--- config.mk ---
export PLATFORM = sky130hd
export DESIGN_NAME = has_tripped_flat
export DESIGN_NICKNAME = d
export VERILOG_FILES = /design/src/rtl/has_tripped_if.sv /design/src/rtl/has_tripped.sv /design/src/flat_wrapper.sv
export SDC_FILE = /design/constraint.sdc
export NUM_CORES = 1
export LEC_CHECK = 0
export BUFFER_PORTS_ARGS = -buffer_cell sky130_fd_sc_hd__buf_2
export CORE_UTILIZATION = 60
export CTS_BUF_LIST = sky130_fd_sc_hd__clkbuf_8
export DETAILED_ROUTE_END_ITERATION = 16
export GPL_ROUTABILITY_DRIVEN = 0
export GPL_TIMING_DRIVEN = 0
export PLACE_DENSITY_LB_ADDON = 0.2
export SYNTH_ARGS = -nofsm -noshare
export SYNTH_HDL_FRONTEND = slang
export SYNTH_SLANG_ARGS = --single-unit
--- constraint.sdc ---
create_clock -name CLK -period 2.2 [get_ports CLK]
set_input_delay 0.44 -clock CLK [delete_from_list [all_inputs] [get_ports CLK]]
set_output_delay 0.44 -clock CLK [all_outputs]
set_load 0.02 [all_outputs]
--- src/rtl/has_tripped_if.sv ---
// ---------------------------------------------------------------------------
// has_tripped_if
//   Groups the ADC pin signals, the start pulse and the trip/sample results
//   of the has_tripped trip detector into one bundle.
//
//   Signals:
//     DATA_IN        ADC serial data (ADC -> detector)
//     startSequence  single-cycle start pulse (control -> detector)
//     ADC_CLK        serial clock to the ADC, idles low
//     ADC_CS         active-low ADC chip select, idles high
//     hasTripped     sticky trip flag
//     theByte        most recent captured 10-bit sample
//
//   Modports:
//     master  the detector itself (drives the ADC pins and the results)
//     slave   the surroundings (ADC model / control logic)
// ---------------------------------------------------------------------------
interface has_tripped_if;
  logic       DATA_IN;
  logic       startSequence;
  logic       ADC_CLK;
  logic       ADC_CS;
  logic       hasTripped;
  logic [9:0] theByte;

  modport master (
    input  DATA_IN,
    input  startSequence,
    output ADC_CLK,
    output ADC_CS,
    output hasTripped,
    output theByte
  );

  modport slave (
    output DATA_IN,
    output startSequence,
    input  ADC_CLK,
    input  ADC_CS,
    input  hasTripped,
    input  theByte
  );
endinterface

--- src/rtl/has_tripped.sv ---
// ---------------------------------------------------------------------------
// has_tripped
//   Trip detector. After a start pulse it runs back-to-back conversions on a
//   10-bit serial ADC (chip select + clock, MSB first, 3 leading null bits).
//   Each captured sample is reported on theByte; the first sample at or above
//   THRESHOLD latches hasTripped and parks the machine until reset.
//
//   Parameters:
//     HALF_PER   ADC_CLK half-period in CLK cycles (>= 1)
//     CS_GAP     CLK cycles ADC_CS stays high between conversions (>= 1)
//     THRESHOLD  trip level, 10-bit unsigned
//
//   Ports:
//     CLK   system clock, rising edge
//     RST   synchronous active-high reset
//     bus   has_tripped_if.master: DATA_IN, startSequence in;
//           ADC_CLK, ADC_CS, hasTripped, theByte out (all registered)
// ---------------------------------------------------------------------------
module has_tripped #(
  parameter int HALF_PER  = 2,
  parameter int CS_GAP    = 4,
  parameter int THRESHOLD = 450
) (
  input logic           CLK,
  input logic           RST,
  has_tripped_if.master bus
);

  // One divider serves both the half-period holds and the CS gap.
  localparam int              CNT_MAX    = (HALF_PER > CS_GAP) ? HALF_PER : CS_GAP;
  localparam int              CW         = $clog2(CNT_MAX + 1);
  localparam logic [CW-1:0]   HALF_LAST  = CW'(HALF_PER - 1);
  localparam logic [CW-1:0]   GAP_LAST   = CW'(CS_GAP - 1);
  localparam logic [9:0]      TRIP_LEVEL = 10'(THRESHOLD);
  localparam logic [3:0]      NUM_BITS   = 4'd12;

  typedef enum logic [2:0] {
    IDLE,
    SETUP,
    CLK_HI,
    CLK_LO,
    GAP,
    TRIPPED
  } state_t;

  state_t        state, next_state;
  logic [CW-1:0] div_cnt, next_div;
  logic [3:0]    bit_cnt, next_bit;
  logic [9:0]    shift_reg, next_shift;
  logic          cs, next_cs;
  logic          aclk, next_aclk;
  logic          tripped, next_tripped;
  logic [9:0]    sample, next_sample;

  logic half_done;
  logic gap_done;

  assign half_done = (div_cnt == HALF_LAST);
  assign gap_done  = (div_cnt == GAP_LAST);

  // The 10-bit shift register naturally drops the two null samples: after
  // 12 shifts only samples 3..12 (data bits 9..0) remain.
  always_comb begin
    next_state   = state;
    next_div     = div_cnt;
    next_bit     = bit_cnt;
    next_shift   = shift_reg;
    next_cs      = cs;
    next_aclk    = aclk;
    next_tripped = tripped;
    next_sample  = sample;

    case (state)
      IDLE: begin
        next_cs   = 1'b1;
        next_aclk = 1'b0;
        next_div  = '0;
        if (bus.startSequence) begin
          next_cs    = 1'b0;
          next_bit   = '0;
          next_state = SETUP;
        end
      end

      SETUP: begin
        if (half_done) begin
          next_div   = '0;
          next_aclk  = 1'b1;
          next_state = CLK_HI;
        end else begin
          next_div = div_cnt + 1'b1;
        end
      end

      // Sampling on the falling ADC_CLK edge gives the ADC the whole high
      // phase to settle the bit it shifted out on the rising edge.
      CLK_HI: begin
        if (half_done) begin
          next_div   = '0;
          next_aclk  = 1'b0;
          next_shift = {shift_reg[8:0], bus.DATA_IN};
          next_bit   = bit_cnt + 4'd1;
          next_state = CLK_LO;
        end else begin
          next_div = div_cnt + 1'b1;
        end
      end

      CLK_LO: begin
        if (half_done) begin
          next_div = '0;
          if (bit_cnt < NUM_BITS) begin
            next_aclk  = 1'b1;
            next_state = CLK_HI;
          end else begin
            next_cs     = 1'b1;
            next_sample = shift_reg;
            if (shift_reg >= TRIP_LEVEL) begin
              next_tripped = 1'b1;
              next_state   = TRIPPED;
            end else begin
              next_state = GAP;
            end
          end
        end else begin
          next_div = div_cnt + 1'b1;
        end
      end

      GAP: begin
        if (gap_done) begin
          next_div   = '0;
          next_cs    = 1'b0;
          next_bit   = '0;
          next_state = SETUP;
        end else begin
          next_div = div_cnt + 1'b1;
        end
      end

      TRIPPED: begin
        next_cs      = 1'b1;
        next_aclk    = 1'b0;
        next_tripped = 1'b1;
      end

      default: begin
        next_state = IDLE;
      end
    endcase
  end

  // Reset discards any partial conversion along with the last sample.
  always_ff @(posedge CLK) begin
    if (RST) begin
      state     <= IDLE;
      div_cnt   <= '0;
      bit_cnt   <= '0;
      shift_reg <= '0;
      cs        <= 1'b1;
      aclk      <= 1'b0;
      tripped   <= 1'b0;
      sample    <= '0;
    end else begin
      state     <= next_state;
      div_cnt   <= next_div;
      bit_cnt   <= next_bit;
      shift_reg <= next_shift;
      cs        <= next_cs;
      aclk      <= next_aclk;
      tripped   <= next_tripped;
      sample    <= next_sample;
    end
  end

  assign bus.ADC_CS     = cs;
  assign bus.ADC_CLK    = aclk;
  assign bus.hasTripped = tripped;
  assign bus.theByte    = sample;

endmodule

--- src/flat_wrapper.sv ---
// flat-port wrapper written by rule: the top's interface ports become plain ports
module has_tripped_flat 
#(
  parameter int HALF_PER  = 2,
  parameter int CS_GAP    = 4,
  parameter int THRESHOLD = 450
)
  (CLK, RST, bus_DATA_IN, bus_startSequence, bus_ADC_CLK, bus_ADC_CS, bus_hasTripped, bus_theByte);
  has_tripped_if bus_i ();
  input logic CLK;
  input logic RST;
  input wire logic [$bits(bus_i.DATA_IN)-1:0] bus_DATA_IN;
  input wire logic [$bits(bus_i.startSequence)-1:0] bus_startSequence;
  output wire logic [$bits(bus_i.ADC_CLK)-1:0] bus_ADC_CLK;
  output wire logic [$bits(bus_i.ADC_CS)-1:0] bus_ADC_CS;
  output wire logic [$bits(bus_i.hasTripped)-1:0] bus_hasTripped;
  output wire logic [$bits(bus_i.theByte)-1:0] bus_theByte;
  assign bus_i.DATA_IN = bus_DATA_IN;
  assign bus_i.startSequence = bus_startSequence;
  assign bus_ADC_CLK = bus_i.ADC_CLK;
  assign bus_ADC_CS = bus_i.ADC_CS;
  assign bus_hasTripped = bus_i.hasTripped;
  assign bus_theByte = bus_i.theByte;
  has_tripped #(.HALF_PER(HALF_PER), .CS_GAP(CS_GAP), .THRESHOLD(THRESHOLD)) u_core (.CLK(CLK), .RST(RST), .bus(bus_i));
endmodule
==> reports/metrics.cfg <==
[cts]
cts_tree=yes
clk_pin_slew_ns=0.07
clockBufferDepth=2
cts_setup_buffers=0
cts_resized=0
worstSkewPairLatency_ns=0.29
cts-hold-fix-buffers=0
htree_num_levels=2
clock-sinks=33
root_buffer=clkbuf_8
numCtsBuffers=5

[flow_run]
drv_cap=0

[finish]
final_common_cell=dfxtp_1
layout_common_cells=dfxtp_1 (33), nor2_1 (21), nand2_1 (21)
final-seq-area_um2=661
drive_gt1_share_pct=20.4
fillers=179
antenna_cells=0
post-route-util_pct=71.1
area_growth_pct=12.7
multi_input_comb_area_um2=797
fin_nets=204

[synthesis]
synth_warnings=0
syn_inst=173
synth_fp_nets=182
ys_types=42
mappedNetlistArea_um2=1550
avgSynthCellArea_um2=8.95
synth-seq-area-share_pct=42.6
ys_ff_latch=33

[timing]
grt_setup_unrepaired=false
period_share_pct=81.3
slew_viol_final=0
period_needed_ns=1.79
hold_viol_final=0
fmax_mhz=559
tightest_slew_ns=0.508
tns_ns=0
setup_violations=0
finClkSkew_ns=0.00592
timing.final.ws_setup_ns=0.412
slew_headroom_pct=66.1

[worst_setup_path]
path_class=register to register
startpoint_type=register
endpoint_kind=register
crit_slowest_cell=dfxtp_1
max_stage_delay_ns=0.41
reg2reg_from=u_core.div_cnt[0]
cp_data_arrival_time_ns=1.94
crit_chain=ha_1 -> nor2b_2 -> and3_1 -> buf_4 -> buf_6 -> mux2i_1 -> nor2_1
crit_path_max_fanout=10
setup.worst_path.start=u_core.div_cnt[0]
cp_data_required_time_ns=2.36

[global_routing]
antenna_found_initial=0
grt_overflow=0
grt_pass1_wl_um=5150
grt_max_degree=11
grt_usage_pct=26.3
first_global_vias=1175

[floorplan]
die_area_um2=2790
num_io_pins=17
initial_core_util_pct=63.1
die_w_um=52.8
core_um2=2450
rows=18
die_h_um=52.8

[placement]
dpl_worst_slack_ns=0.467
portBuffers=15
hpwl_um=2240

[route]
first_iter_violations=33
drc_errors=0
firstDrtPassIters=5
vias_per_cell=5.75
wl_um=3190
via_count=1300
wl_per_cell_um=14.1
ant_nets=0

[run_status]
status=complete, no violations

[worst_hold_path]
hold_path_class=input pin to register
hold_start=RST

[power_and_ir_drop]
ir_worst_vdd_mv=0.726
power_mw=1.15
cellLeakagePower_nw=0.685
powerDensity_nw_per_um2=657

==> critical path, delay by kind of cell (launching register included) <==
family / cells / cell delay [ns]
simple gates: 3 / 0.53
flops: 1 / 0.41
buf+inv: 2 / 0.32
fa+ha+maj: 1 / 0.22
mux: 1 / 0.20
==> layer usage <==
layer  routed length [µm]  global-route usage, %  up-vias
met2                 1510                   42.0       40
met4                  128                   15.8        0
li1                     -                      -      638
met3                  178                   8.99       14
met5                    0                      0        -
met1                 1370                   30.1      608
==> where the power goes <==
part           internal [mW]  switching, mW  total, mW
Clock                  0.214          0.216      0.430
Combinational         0.0437         0.0597      0.103
Sequential             0.605        0.00728      0.613
==> per-stage QoR <==
stage	area [µm²]	hold slack [ns]	cells
2_1_floorplan	1550	0.445	173
3_3_place_gp	1660	0.461	218
3_5_place_dp	1660	0.468	218
4_1_cts	1750	0.353	226
5_1_grt	1750	0.359	226
6_report	1750	0.356	226
==> synth_stat cells <==
library cell | number | area, µm²
mux2_2 | 1 | 11.3
and2_1 | 1 | 6.26
or3_1 | 3 | 18.8
nor3_1 | 4 | 20.0
o21ai_0 | 1 | 5.00
buf_6 | 3 | 33.8
nor3_2 | 1 | 10.0
nor2b_2 | 2 | 17.5
dfxtp_1 | 33 | 661
nor3b_2 | 1 | 12.5
or3b_1 | 1 | 8.76
mux2i_1 | 12 | 120
nand3_1 | 2 | 10.0
nand2_1 | 21 | 78.8
clkbuf_1 | 4 | 15.0
o22ai_1 | 1 | 6.26
a31oi_1 | 1 | 6.26
a2bb2oi_1 | 3 | 26.3
nor3b_1 | 1 | 7.51
a21boi_0 | 1 | 7.51
nor4_1 | 3 | 18.8
inv_1 | 4 | 15.0
a211oi_2 | 3 | 37.5
and2b_1 | 2 | 15.0
nor2b_1 | 1 | 6.26
buf_2 | 1 | 5.00
nor2_1 | 21 | 78.8
a221oi_1 | 1 | 8.76
ha_1 | 5 | 62.6
o41ai_1 | 1 | 8.76
o21a_1 | 2 | 15.0
or3b_4 | 1 | 11.3
buf_4 | 3 | 22.5
and2_4 | 1 | 8.76
nand2b_1 | 3 | 18.8
a22o_1 | 1 | 8.76
a21oi_2 | 1 | 8.76
and3_1 | 3 | 18.8
a21oi_1 | 15 | 75.1
nor2_2 | 1 | 6.26
o21ai_1 | 2 | 10.0
or2_1 | 1 | 6.26
==> cell families after synthesis <==
family                     count (synthesis)  synth area share (%)
adders and majority gates                  5                  4.04
muxes                                     13                  8.48
AOI/OAI and AO/OA                         33                  14.5
and+or+nand+nor                           74                  24.5
buffers and inverters                     15                  5.90
DFF                                       33                  42.6
==> path summary, 6_finish.rpt <==
kind                            to  slack (ns)  cells after the start
min             u_core.bus.ADC_CLK        0.36                      2
min reg2reg    u_core.shift_reg[1]        0.49                      2
max          u_core.bus.theByte[2]        0.41                      7
max reg2reg  u_core.bus.theByte[2]        0.41                      7
==> final cells by class <==
| class | count | share of cell area, % |
|---|---|---|
| Buffer | 11 | 4.37 |
| Clock buffer | 5 | 3.94 |
| Clock inverter | 3 | 0.860 |
| Inverter | 4 | 0.860 |
| Multi-Input combinational cell | 125 | 45.7 |
| Sequential cell | 33 | 37.8 |
| Tap cell | 30 | 2.15 |
| Timing Repair Buffer | 15 | 4.30 |
Note: power is estimated with default switching activity, not from simulation.
